<file path="config.mk">
export PLATFORM = sky130hd
export DESIGN_NAME = rx_core_param
export DESIGN_NICKNAME = d
export VERILOG_FILES = /design/src/rtl/rx_core_param.sv
export SDC_FILE = /design/constraint.sdc
export NUM_CORES = 1
export LEC_CHECK = 0
export CORE_UTILIZATION = 30
export CTS_BUF_LIST = sky130_fd_sc_hd__clkbuf_8
export DETAILED_ROUTE_END_ITERATION = 8
export GPL_TIMING_DRIVEN = 0
export PLACE_DENSITY = 0.44
export SYNTH_ARGS = -nofsm -noshare
export SYNTH_HDL_FRONTEND = slang
export SYNTH_SLANG_ARGS = --single-unit
</file>
<file path="constraint.sdc">
create_clock -name clk -period 2.25 [get_ports clk]
set_input_delay 0.3375 -clock clk [delete_from_list [all_inputs] [get_ports clk]]
set_output_delay 0.3375 -clock clk [all_outputs]
set_load 0.03 [all_outputs]
</file>
<file path="src/rtl/rx_core_param.sv">
// rx_core_param: oversampling UART receive core with majority-vote bit
// decisions, runtime frame format and a show-ahead character FIFO.
//
// Ports:
//   clk, rst            system clock, asynchronous active-low reset
//   AcqSig_i            one-clk acquisition tick, OVERSAMPLE per bit
//   Rx_i                asynchronous serial line, idle high
//   cfg_bits_i          data bits = 5 + cfg_bits_i (clipped to DATA_MAX)
//   cfg_parity_i        00 none, 01 even, 10 odd, 11 mark
//   cfg_stop2_i         two stop bits
//   cfg_msb_first_i     MSB transmitted first
//   rd_i                pop FIFO head
//   data_o, err_o       FIFO head data and {break, framing, parity}
//   empty_o, full_o     FIFO status
//   level_o             FIFO occupancy
//   overrun_o           sticky dropped-character flag
//   clr_overrun_i       clear overrun_o
//   busy_o              receiver not idle
module rx_core_param #(
    parameter int DATA_MAX   = 8,
    parameter int OVERSAMPLE = 16,
    parameter int FIFO_DEPTH = 16,
    parameter int FIFO_AW    = 4
) (
    input  logic                clk,
    input  logic                rst,
    input  logic                AcqSig_i,
    input  logic                Rx_i,
    input  logic [1:0]          cfg_bits_i,
    input  logic [1:0]          cfg_parity_i,
    input  logic                cfg_stop2_i,
    input  logic                cfg_msb_first_i,
    input  logic                rd_i,
    output logic [DATA_MAX-1:0] data_o,
    output logic [2:0]          err_o,
    output logic                empty_o,
    output logic                full_o,
    output logic [FIFO_AW:0]    level_o,
    output logic                overrun_o,
    input  logic                clr_overrun_i,
    output logic                busy_o
);

    localparam int CW = $clog2(OVERSAMPLE);
    localparam int M  = OVERSAMPLE / 2;
    localparam int EW = DATA_MAX + 3;

    localparam logic [CW-1:0] C_LO  = CW'(M - 1);
    localparam logic [CW-1:0] C_MID = CW'(M);
    localparam logic [CW-1:0] C_HI  = CW'(M + 1);
    localparam logic [CW-1:0] C_TOP = CW'(OVERSAMPLE - 1);

    typedef enum logic [2:0] {
        IDLE, START, DATA, PARITY, STOP1, STOP2, BRK_WAIT
    } state_t;

    state_t state, state_n;

    // Synchroniser plus one history flop for falling-edge detection.
    logic rx_m, rx_s, rx_d;
    logic fall;

    always_ff @(posedge clk or negedge rst) begin
        if (!rst) begin
            rx_m <= 1'b1;
            rx_s <= 1'b1;
            rx_d <= 1'b1;
        end else begin
            rx_m <= Rx_i;
            rx_s <= rx_m;
            rx_d <= rx_s;
        end
    end

    assign fall = rx_d & ~rx_s;

    // Oversample counter and the two early vote samples.
    logic [CW-1:0] cnt;
    logic          samp_lo, samp_mid;
    logic          vote, vote_tick, wrap;

    assign vote_tick = AcqSig_i && (cnt == C_HI);
    assign wrap      = AcqSig_i && (cnt == C_TOP);
    assign vote      = (samp_lo & samp_mid) | (samp_lo & rx_s) | (samp_mid & rx_s);

    // Frame control strobes (FSM outputs).
    logic start_go, shift_en, par_en, stop1_v, wr_now, fr_now, brk_now;

    always_ff @(posedge clk or negedge rst) begin
        if (!rst) begin
            cnt      <= '0;
            samp_lo  <= 1'b1;
            samp_mid <= 1'b1;
        end else begin
            if (start_go)
                cnt <= '0;
            else if (AcqSig_i)
                cnt <= wrap ? '0 : cnt + CW'(1);
            if (AcqSig_i && cnt == C_LO)
                samp_lo <= rx_s;
            if (AcqSig_i && cnt == C_MID)
                samp_mid <= rx_s;
        end
    end

    // Frame format, captured at the start edge.
    logic [3:0] n_cfg;
    logic [3:0] c_n;
    logic [1:0] c_par;
    logic       c_stop2, c_msb;

    always_comb begin
        n_cfg = 4'd5 + {2'b00, cfg_bits_i};
        if (int'(n_cfg) > DATA_MAX)
            n_cfg = 4'(DATA_MAX);
    end

    // Frame datapath.
    logic [DATA_MAX-1:0] sh, sh_next;
    logic [3:0]          bitcnt;
    logic                par_bit, perr, fr1, par_exp;
    logic                wr_req;
    logic [EW-1:0]       wr_ent;

    always_comb begin
        sh_next = '0;
        if (c_msb) begin
            sh_next = {sh[DATA_MAX-2:0], vote};
        end else begin
            sh_next = sh >> 1;
            for (int i = 0; i < DATA_MAX; i++)
                if (i == int'(c_n) - 1)
                    sh_next[i] = vote;
        end
    end

    always_comb begin
        unique case (c_par)
            2'b01:   par_exp = ^sh;
            2'b10:   par_exp = ~^sh;
            default: par_exp = 1'b1;
        endcase
    end

    // State register.
    always_ff @(posedge clk or negedge rst) begin
        if (!rst)
            state <= IDLE;
        else
            state <= state_n;
    end

    // Next-state logic.
    always_comb begin
        state_n = state;
        unique case (state)
            IDLE:
                if (fall)
                    state_n = START;
            START:
                if (vote_tick && vote)
                    state_n = IDLE;
                else if (wrap)
                    state_n = DATA;
            DATA:
                if (wrap && bitcnt == c_n)
                    state_n = (c_par != 2'b00) ? PARITY : STOP1;
            PARITY:
                if (wrap)
                    state_n = STOP1;
            STOP1:
                if (wr_now)
                    state_n = brk_now ? BRK_WAIT : IDLE;
                else if (wrap && c_stop2)
                    state_n = STOP2;
            STOP2:
                if (wr_now)
                    state_n = brk_now ? BRK_WAIT : IDLE;
            BRK_WAIT:
                if (rx_s)
                    state_n = IDLE;
            default:
                state_n = IDLE;
        endcase
    end

    // Output logic.
    always_comb begin
        start_go = 1'b0;
        shift_en = 1'b0;
        par_en   = 1'b0;
        stop1_v  = 1'b0;
        wr_now   = 1'b0;
        fr_now   = 1'b0;
        brk_now  = 1'b0;
        busy_o   = (state != IDLE);
        unique case (state)
            IDLE:   start_go = fall;
            DATA:   shift_en = vote_tick;
            PARITY: par_en   = vote_tick;
            STOP1: begin
                stop1_v = vote_tick;
                wr_now  = vote_tick && !c_stop2;
                fr_now  = ~vote;
            end
            STOP2: begin
                wr_now = vote_tick;
                fr_now = fr1 | ~vote;
            end
            default: ;
        endcase
        // Break: all-zero character, zero parity bit and a low stop.
        brk_now = wr_now && (sh == '0) && fr_now &&
                  ((c_par == 2'b00) || !par_bit);
    end

    always_ff @(posedge clk or negedge rst) begin
        if (!rst) begin
            c_n     <= '0;
            c_par   <= '0;
            c_stop2 <= 1'b0;
            c_msb   <= 1'b0;
            sh      <= '0;
            bitcnt  <= '0;
            par_bit <= 1'b0;
            perr    <= 1'b0;
            fr1     <= 1'b0;
            wr_req  <= 1'b0;
            wr_ent  <= '0;
        end else begin
            if (start_go) begin
                c_n     <= n_cfg;
                c_par   <= cfg_parity_i;
                c_stop2 <= cfg_stop2_i;
                c_msb   <= cfg_msb_first_i;
                sh      <= '0;
                bitcnt  <= '0;
                par_bit <= 1'b0;
                perr    <= 1'b0;
                fr1     <= 1'b0;
            end
            if (shift_en) begin
                sh     <= sh_next;
                bitcnt <= bitcnt + 4'd1;
            end
            if (par_en) begin
                par_bit <= vote;
                perr    <= (vote != par_exp);
            end
            if (stop1_v)
                fr1 <= ~vote;
            // Write request is registered; the FIFO commits one clk later.
            wr_req <= wr_now;
            if (wr_now)
                wr_ent <= {brk_now, fr_now, perr & ~brk_now, sh};
        end
    end

    // Show-ahead FIFO.
    logic [EW-1:0]      mem [FIFO_DEPTH];
    logic [FIFO_AW-1:0] wptr, rptr;
    logic [FIFO_AW:0]   level;
    logic               do_rd, do_wr;
    logic [EW-1:0]      head;

    assign empty_o = (level == '0);
    assign full_o  = (level == (FIFO_AW+1)'(FIFO_DEPTH));
    assign level_o = level;
    assign do_rd   = rd_i && !empty_o;
    assign do_wr   = wr_req && (!full_o || do_rd);
    assign head    = mem[rptr];
    assign data_o  = empty_o ? '0 : head[DATA_MAX-1:0];
    assign err_o   = empty_o ? 3'b000 : head[EW-1:DATA_MAX];

    always_ff @(posedge clk) begin
        if (do_wr)
            mem[wptr] <= wr_ent;
    end

    always_ff @(posedge clk or negedge rst) begin
        if (!rst) begin
            wptr      <= '0;
            rptr      <= '0;
            level     <= '0;
            overrun_o <= 1'b0;
        end else begin
            if (do_wr)
                wptr <= wptr + FIFO_AW'(1);
            if (do_rd)
                rptr <= rptr + FIFO_AW'(1);
            unique case ({do_wr, do_rd})
                2'b10:   level <= level + (FIFO_AW+1)'(1);
                2'b01:   level <= level - (FIFO_AW+1)'(1);
                default: level <= level;
            endcase
            if (wr_req && !do_wr)
                overrun_o <= 1'b1;
            else if (clr_overrun_i)
                overrun_o <= 1'b0;
        end
    end

endmodule

</file>
# Yosys cells after proc, flatten, opt, wreduce, memory -nomap -nowiden
# Memory sizes are Yosys's and may differ from the RTL's.
# Cells that the tools add are included.
[word_totals]
regBits = 61
ramBits = 176
in_bits = 12
output_inout_bits = 20
elab_cells = 158
memories = 1
[op_classes]
addsub = 8
n_lt_le_gt_ge = 1
n_eq_ne = 31
n_mux = 47
bitwise_logic = 11
reduce_logical = 37
[mem_list]
columns = ["name", "depth", "word_bits", "read_ports", "rd_clocked_by_memory_dff", "wr", "line", "source"]
rows = [
  ["mem", 16, 11, 1, 0, 1, "260", "logic [EW-1:0] mem [FIFO_DEPTH];"],
]
[ops]
columns = ["op", "count"]
rows = [
  ["$mux W3", 12],
  ["$logic_not A32 Y1", 1],
  ["$mux W8", 4],
  ["$mux W4", 6],
  ["$pmux W3 S7", 1],
  ["$eq A4 B5 Y1 const A", 4],
  ["$mux W1", 20],
  ["$add A4 B1 Y4 const B", 4],
  ["$logic_and A1 B1 Y1", 14],
  ["$reduce_bool A2 Y1", 7],
  ["$eq A4 B4 Y1 const B", 3],
  ["$eq A3 B5 Y1 const A", 2],
  ["$ne A2 B2 Y1 const B", 5],
  ["$pmux W5 S2", 1],
  ["$eq A3 B3 Y1 const B", 3],
  ["$logic_not A8 Y1", 1],
  ["$reduce_xnor A8 Y1", 1],
  ["$reduce_xor A8 Y1", 1],
  ["$reduce_and A7 Y1", 1],
  ["$eq A3 B2 Y1 const B", 2],
  ["$ne A3 B3 Y1 const B", 2],
  ["$pmux W1 S2", 3],
  ["$add A5 B1 Y5 const B", 1],
  ["$and A1 B1 Y1", 5],
  ["20 further kinds", 31],
]

# Logic depth before layout (Yosys ltp)
# Gate-level depths: netlist (run 1).
[logic_depth]
ltp_word = 11
mapped_depth = 10
mapped_depth_nobuf = 10

# Worst setup path after synthesis (run 1)
# OpenSTA, ideal clock, no wires.
[synth_path]
path_type = "reg-to-reg"
start = "reg level[1] (netlist: level_o[1])"
end = "reg level[4] (netlist: level_o[4])"
setup_time_ps = 143
arrival_ps = 2488
t_required_ps = 2107
slack_ps = -381
stages_incl_launch_ff = 10
n_path_buf = 0
synth_period_minus_slack_ps = 2631
path_cell_list = "dfrtp_1 -> or4_4 -> o21ai_2 -> nor2_1 -> ha_1 -> nor2b_1 -> o21a_1 -> o211ai_1 -> o41a_1 -> o211ai_1"
[synth_between]
elab_chain_cells = 7
elab_cells_between_ends = 13
classes_between = "add/sub (2); eq/ne (3); mux (1); reduce/logical (7)"
[synth_lines]
columns = ["item", "line", "source"]
rows = [
  ["start, declared", "262", "logic [FIFO_AW:0] level;"],
  ["start signal, assigned", "292", "2'b10: level <= level + (FIFO_AW+1)'(1);"],
  ["start signal, assigned", "293", "2'b01: level <= level - (FIFO_AW+1)'(1);"],
  ["start signal, assigned", "294", "default: level <= level;"],
  ["$logic_not A5 Y1", "266", "assign empty_o = (level == '0);"],
  ["$logic_not A1 Y1", "269", "assign do_rd = rd_i && !empty_o;"],
  ["$logic_and A1 B1 Y1", "269", ""],
  ["$logic_or A1 B1 Y1", "270", "assign do_wr = wr_req && (!full_o || do_rd);"],
  ["$logic_and A1 B1 Y1", "270", ""],
  ["$eq A2 B1 Y1 or $eq A2 B2 Y1 (tied branches)", "291", "unique case ({do_wr, do_rd})"],
  ["$pmux W5 S2 or $reduce_bool A2 Y1 (tied branches)", "-", ""],
]
# Several ways; a longest one is shown, not always the timed one.
# A chain may end at the register's enable or synchronous reset.

# Final worst setup path (run 1)
[layout_path]
start = "reg rptr[0]"
end = "out data_o[3]"
[layout_between]
elab_chain_cells = 2
[layout_lines]
columns = ["item", "line", "source"]
rows = [
  ["start, declared", "261", "logic [FIFO_AW-1:0] wptr, rptr;"],
  ["start signal, assigned", "290", "rptr <= rptr + FIFO_AW'(1);"],
  ["$mem_v2 Z16 W11", "-", ""],
  ["$mux W8", "272", "assign data_o = empty_o ? '0 : head[DATA_MAX-1:0];"],
  ["end, declared", "34", "output logic [DATA_MAX-1:0] data_o,"],
]
# Every way passes these cells.

==> impl_metrics.ini, run 1 <==
[run_status]
outcome = finished with violations
violations = setup timing

[yosys]
synthTopCellsByCount = edfxtp_1, dfrtp_1, mux4_2
synth_compound_area_share_pct = 4.06
ys_warn_count = 0
yosysTopAreaCell = edfxtp_1
ys_seq_area_share_pct = 67.1
synthCells = 613
syn_nets = 647
synth_edf_count = 176
synth.distinct_cells = 54
postSynthAreaPerCell_um2 = 16.6
synthXorXnorAreaFrac_pct = 1.72
synth.area.top_cells = edfxtp_1, dfrtp_1, mux4_2
synth_mux_area_share_pct = 15.1
yosysTopAreaCellShare_pct = 52.0
synthFlopType = edfxtp_1
ys_ff_latch = 237
synth_area_mm2 = 0.0102
synth_async_sr_flop_share_pct = 25.7
synth_top_family_by_area = multiplexers
synthSimpleGateAreaFrac_pct = 6.44
synth.most_common_cell = edfxtp_1
synth_adder_area_share_pct = 2.88

[routing]
totalWireLength_mm = 22.8
first_iter_violations = 392
drc = 0
wire_per_inst_um = 19.0
routed_via_density = 4.64
num_vias = 5564
antenna_left = 0
dr.pass1.iters = 4

[floorplan]
core_mm2 = 0.0334
fp-row-count = 67
die_x_um = 186
io_pins = 32
die_y_um = 186
start_util_pct = 30.4
die-area_mm2 = 0.0346

[sta]
tns_ns = -8.07
worstMarginPinSlew_ns = 0.816
period_share_pct = 131
period_needed_ns = 2.95
rsz0062_at_grt = yes
fmax_mhz = 339
hold_viol_final = 0
slew_viol_final = 0
clock_skew_ns = 0.0331
setup_ws_ns = -0.700
finalSetupViolations = 15
max-slew-margin-rel_pct = 45.6

[layout]
fin_nets = 751
final_util_pct = 37.7
nFillCells = 3125
layout-drive-gt1-share_pct = 31.7
area_growth_pct = 24.1
n_antenna_cell = 0

[clock_network]
cts-root-buf = clkbuf_8
tritoncts = built
numCtsBuffers = 43
clk_pin_slew_ns = 0.06
worstSkewPairLatency_ns = 0.55
clockBufferDepth = 3
cts_sinks = 237
h-tree-depth = 2

[flow_run]
drv_cap = 0

[pwr]
ir_drop_v = 0.000443
power_density_mw_per_mm2 = 1190
p_leak_nw = 4.45

[setup_path]
end_kind = primary output
worst_ep_arrival_time_ns = 2.61
worstPathRequired_ns = 1.91
cp-start-kind = register
path_class = reg -> out
cp_max_fo = 8

[grt]
grt_use_total_pct = 13.6
grt_pass1_vias = 5927
grtUsageMet1_pct = 17.9
met2_usage_pct = 22.5
grt.busiest_layer = met2
antenna_found_initial = 0
grt_max_degree = 62
met3_usage_pct = 2.60
grt_first_pass_wirelength_mm = 35.1
grt_overflow = 0

[worst_hold_path]
hp-class = in -> reg

[place]
dpl.hpwl_mm = 14.6
numPortBuffers = 30
place_congestion = 0.762
flip-flops by register name, summed over array words and instances, names as in the netlist, 2 cells and up:
signal / flops
cnt: 4
state: 3
bitcnt: 4
mem: 176
rptr: 4
sh: 8
c_par: 2
wptr: 4
level_o: 5
wr_ent: 11
c_n: 4
area by class of cell:
cell class | instances | area [µm²] | area share (%)
buffer | 31 | 265 | 2.10
multi-input combinational | 315 | 3390 | 26.8
clock buffer | 43 | 592 | 4.69
timing repair buffer | 61 | 651 | 5.16
clock inverter | 35 | 235 | 1.86
tap | 448 | 561 | 4.44
sequential | 237 | 6820 | 54.1
inverter | 28 | 105 | 0.833
routing by layer:
layer  part of all wire [%]  vias up  routed length [µm]
met4                    2.0        0                 456
met1                     45     2854               10300
met3                    3.5       38                 807
li1                       -     2575                   -
met2                     49       97               11200
met5                      0        -                   0
power breakdown:
group          total, mW  switching, mW  internal [mW]
clock               3.96           1.81           2.15
sequential          5.51          0.398           5.11
combinational       5.53           2.74           2.79
stage by stage:
step | area (µm²) | setup slack [ns] | power (mW) | std cells | hold WS, ns
2_1_floorplan | 10200 | -0.243 | 8.85 | 613 | 0.0419
3_3_place_gp | 11100 | -1.64 | 10.2 | 1091 | 0.347
3_5_place_dp | 11100 | -1.15 | 10.3 | 1091 | 0.350
4_1_cts | 12400 | -0.738 | 14.9 | 1190 | 0.116
5_1_grt | 12600 | -0.764 | 15.9 | 1198 | 0.140
6_report | 12600 | -0.700 | 15.0 | 1198 | 0.156
cell families after synthesis:
kind of cell             after synthesis
AO/OA/AOI/OAI                         61
XOR/XNOR                              20
adder cells (fa/ha/maj)               23
buffers and inverters                 61
flip-flops                           237
multiplexers                          83
AND/OR/NAND/NOR                      128
cell usage in the layout, fill, tap and decap left out, types with 13 or more instances in the layout:
cell type and n:
o21ai_0 22, clkbuf_8 46, nand3_1 16, dfrtp_1 52, inv_1 42, nor2_4 14, mux4_2 55, mux2_2 15
nor2_1 17, edfxtp_1 176, clkdlybuf4s50_1 13, ha_1 19, buf_4 28, nand2_1 26
path summary, 6_finish.rpt:
check                            from    endpoint  slack (ns)  cells past startpoint
min in group asynchronous         rst      cnt[2]        0.41                      2
min                          AcqSig_i      cnt[0]        0.16                      3
min reg2reg                      rx_m        rx_s        0.36                      0
max                           rptr[0]   data_o[3]       -0.70                      6
max reg2reg                level_o[0]  level_o[4]       -0.22                      9
max in group asynchronous         rst  level_o[0]        1.23                      2
worst max-delay path, stage by stage, from the launching register on:
cell and delay (ns):
dfrtp_1 0.39, buf_12 0.17, clkbuf_16 0.16, mux4_2 0.54, mux4_2 0.48, nor2b_1 0.14, buf_4 0.16
timing repair:
| item | in CTS | in global routing |
|---|---|---|
| pin swaps | 14 | 18 |
| cloned | 1 | 2 |
| hold endpoints to repair | 56 | 0 |
| setup buffers | 20 | 9 |
| resized for setup | 153 | 37 |
| endpoints found under the setup margin | 203 | 170 |
| hold buffers | 1 | 0 |
Note: power is estimated with default switching activity, not from simulation.
==> run 2: changes to the inputs <==
ABC_CLOCK_PERIOD_IN_PS = 2250   (was default)
CORE_UTILIZATION = 38   (was 30)
PLACE_DENSITY = 0.54   (was 0.44)
==> run 2 against run 1 <==
  * Wire length is 9.5% lower
  * Critical path type unchanged
  * Core utilization grew 9.0 points
  * Sequential cell count unchanged
  * Clock skew is 0.0022 ns higher
  * Fmax is 0.36% higher
  * First-iteration DRC count shrank 17%
  * Largest power group is now registers
  * Cell count decreased by 10%
  * The flow finishes with violations (DRC, setup timing)
==> impl_metrics.ini, run 2 (synthesis results as in run 1) <==
[layout]
multiInputGateArea_mm2 = 0.00334
fin_cells = 1078
top_register = mem
fin_nets = 744
final_cell_mix = edfxtp_1, mux4_2, dfrtp_1
reg.largest.list = mem (176), wr_ent (11), sh (8)
n_antenna_cell = 0
area_growth_pct = 20.2
regArea_mm2 = 0.00682
layout-drive-gt1-share_pct = 29.9
largest_register_ffs = 176
final_common_cell = edfxtp_1
nFillCells = 2317

[run_status]
violations = DRC, setup timing
outcome = finished with violations

[grt]
grt_overflow = 0
grt_first_pass_wirelength_mm = 32.7
grt_use_total_pct = 15.9
grt_pass1_vias = 5871
antenna_found_initial = 0
grt_max_degree = 62

[setup_path]
cp-start-kind = register
cp_cell_sequence = buf_12, buf_12, mux4_2, mux4_2, nor2b_1, buf_4
worstPathRequired_ns = 1.91
slowest_delay_ns = 0.55
end_kind = primary output
cp_max_fo = 9
worst_ep_arrival_time_ns = 2.60
path_class = reg -> out
crit_path_top_delay_cell = mux4_2

[sta]
period_needed_ns = 2.94
fmax_mhz = 340
rsz0062_at_grt = yes
max-slew-margin-rel_pct = 45.1
period_share_pct = 131
worstMarginPinSlew_ns = 0.824
hold_viol_final = 0
finalSetupViolations = 14
clock_skew_ns = 0.0354
slew_viol_final = 0
setup_ws_ns = -0.690

[clock_network]
cts-root-buf = clkbuf_8
tritoncts = built
h-tree-depth = 2
numCtsBuffers = 41
clk_pin_slew_ns = 0.06
cts_sinks = 237
worstSkewPairLatency_ns = 0.54
clockBufferDepth = 3

[routing]
wire_per_inst_um = 19.1
routed_via_density = 5.16
dr.pass1.iters = 6
first_iter_violations = 327
num_vias = 5566
antenna_left = 0
totalWireLength_mm = 20.6
drc = 12

[floorplan]
start_util_pct = 38.9
die_x_um = 166
core_mm2 = 0.0261
die-area_mm2 = 0.0274
io_pins = 32
fp-row-count = 59
die_y_um = 166

[place]
numPortBuffers = 30
dpl.hpwl_mm = 13.5
place_congestion = 0.782
numPlacedInstances = 978

[pwr]
swShare_pct = 33.3
p_sw_mw = 4.72
ir_drop_v = 0.000535
pwr-share-seq_pct = 38.8
total_power_mw = 14.2
p_leak_nw = 4.30
pwr-share-comb_pct = 37.0
intPower_mw = 9.43
power_density_mw_per_mm2 = 1160
clockPowerShare_pct = 24.2

[worst_hold_path]
hp-class = in -> reg

[flow_run]
drv_cap = 0
-- run 2: cell count changes in the layout (fill, tap and decap cells not counted), moves of 3 or more --
cell       previous run  this run
clkinv_2              3         7
buf_12               12         9
bufinv_16             3         0
nor2b_1               7        13
buf_6                 9         3
buf_4                28        31
nor2b_4               7         2
-- run 2: final timing paths --
| path | slack, ns | start | depth (start not counted) | endpoint |
|---|---|---|---|---|
| worst max-delay path | -0.69 | rptr[0] | 6 | data_o[2] |
| max in group asynchronous | 1.24 | rst | 2 | level_o[3] |
| worst min register to register | 0.36 | rx_m | 0 | rx_s |
| min in group asynchronous | 0.44 | rst | 2 | wptr[3] |
| worst min-delay path | 0.17 | AcqSig_i | 3 | cnt[1] |
| worst max register to register | -0.21 | level_o[0] | 9 | level_o[4] |
-- run 2: power by group through the flow --
stage	logic, mW	clock network (mW)	registers, mW
detailed placement	4.68	0	5.57
CTS	5.16	3.54	5.48
finish	5.23	3.43	5.49
floorplan	3.31	0	5.54
global route	5.65	3.73	5.55
global placement	4.59	0	5.53
-- run 2: layout make-up --
type	instances	share of cell area [%]
tap	335	3.43
sequential	237	55.8
timing repair buffer	55	4.44
clock inverter	34	1.22
buffer	32	2.14
inverter	28	0.860
multi-input combinational	315	27.3
clock buffer	42	4.73
-- run 2: metal layers --
layer  GRT usage, %  up-vias  routed length (µm)  share of wire (%)
li1               -     2575                   -                  -
met1           20.8     2835                9180                 45
met2           26.6      114               10200                 49
met3           2.85       42                 760                3.7
met4           5.66        0                 501                2.4
met5              0        -                   0                  0
-- run 2: worst max-delay path: cells and delay by family, from the launching register on --
family	cells	cell delay [ns]
mux	2	1.03
buf+inv	3	0.48
flops	1	0.39
simple gates	1	0.15
-- run 2: per-stage QoR --
step | TNS, ns | worst slack (ns) | cell area, µm² | util [%] | hold WS, ns
after detailed placement | -135.04 | -1.08 | 10900 | 41.8 | 0.352
after floorplan | -0.392 | -0.243 | 10200 | - | 0.0419
after global placement | -194.64 | -1.43 | 10900 | 41.8 | 0.345
after CTS | -8.36 | -0.719 | 12100 | 46.5 | 0.137
final | -7.80 | -0.690 | 12200 | 46.8 | 0.174
after global routing | -8.94 | -0.766 | 12200 | 46.8 | 0.174
-- run 2: timing repair --
action                                  CTS  global route
resized for setup                       145            22
endpoints found under the hold margin    56             0
setup buffers                            21             2
endpoints found under the setup margin  199           182
gates cloned                              1             0
hold buffers                              1             0
pin swaps                                15            13
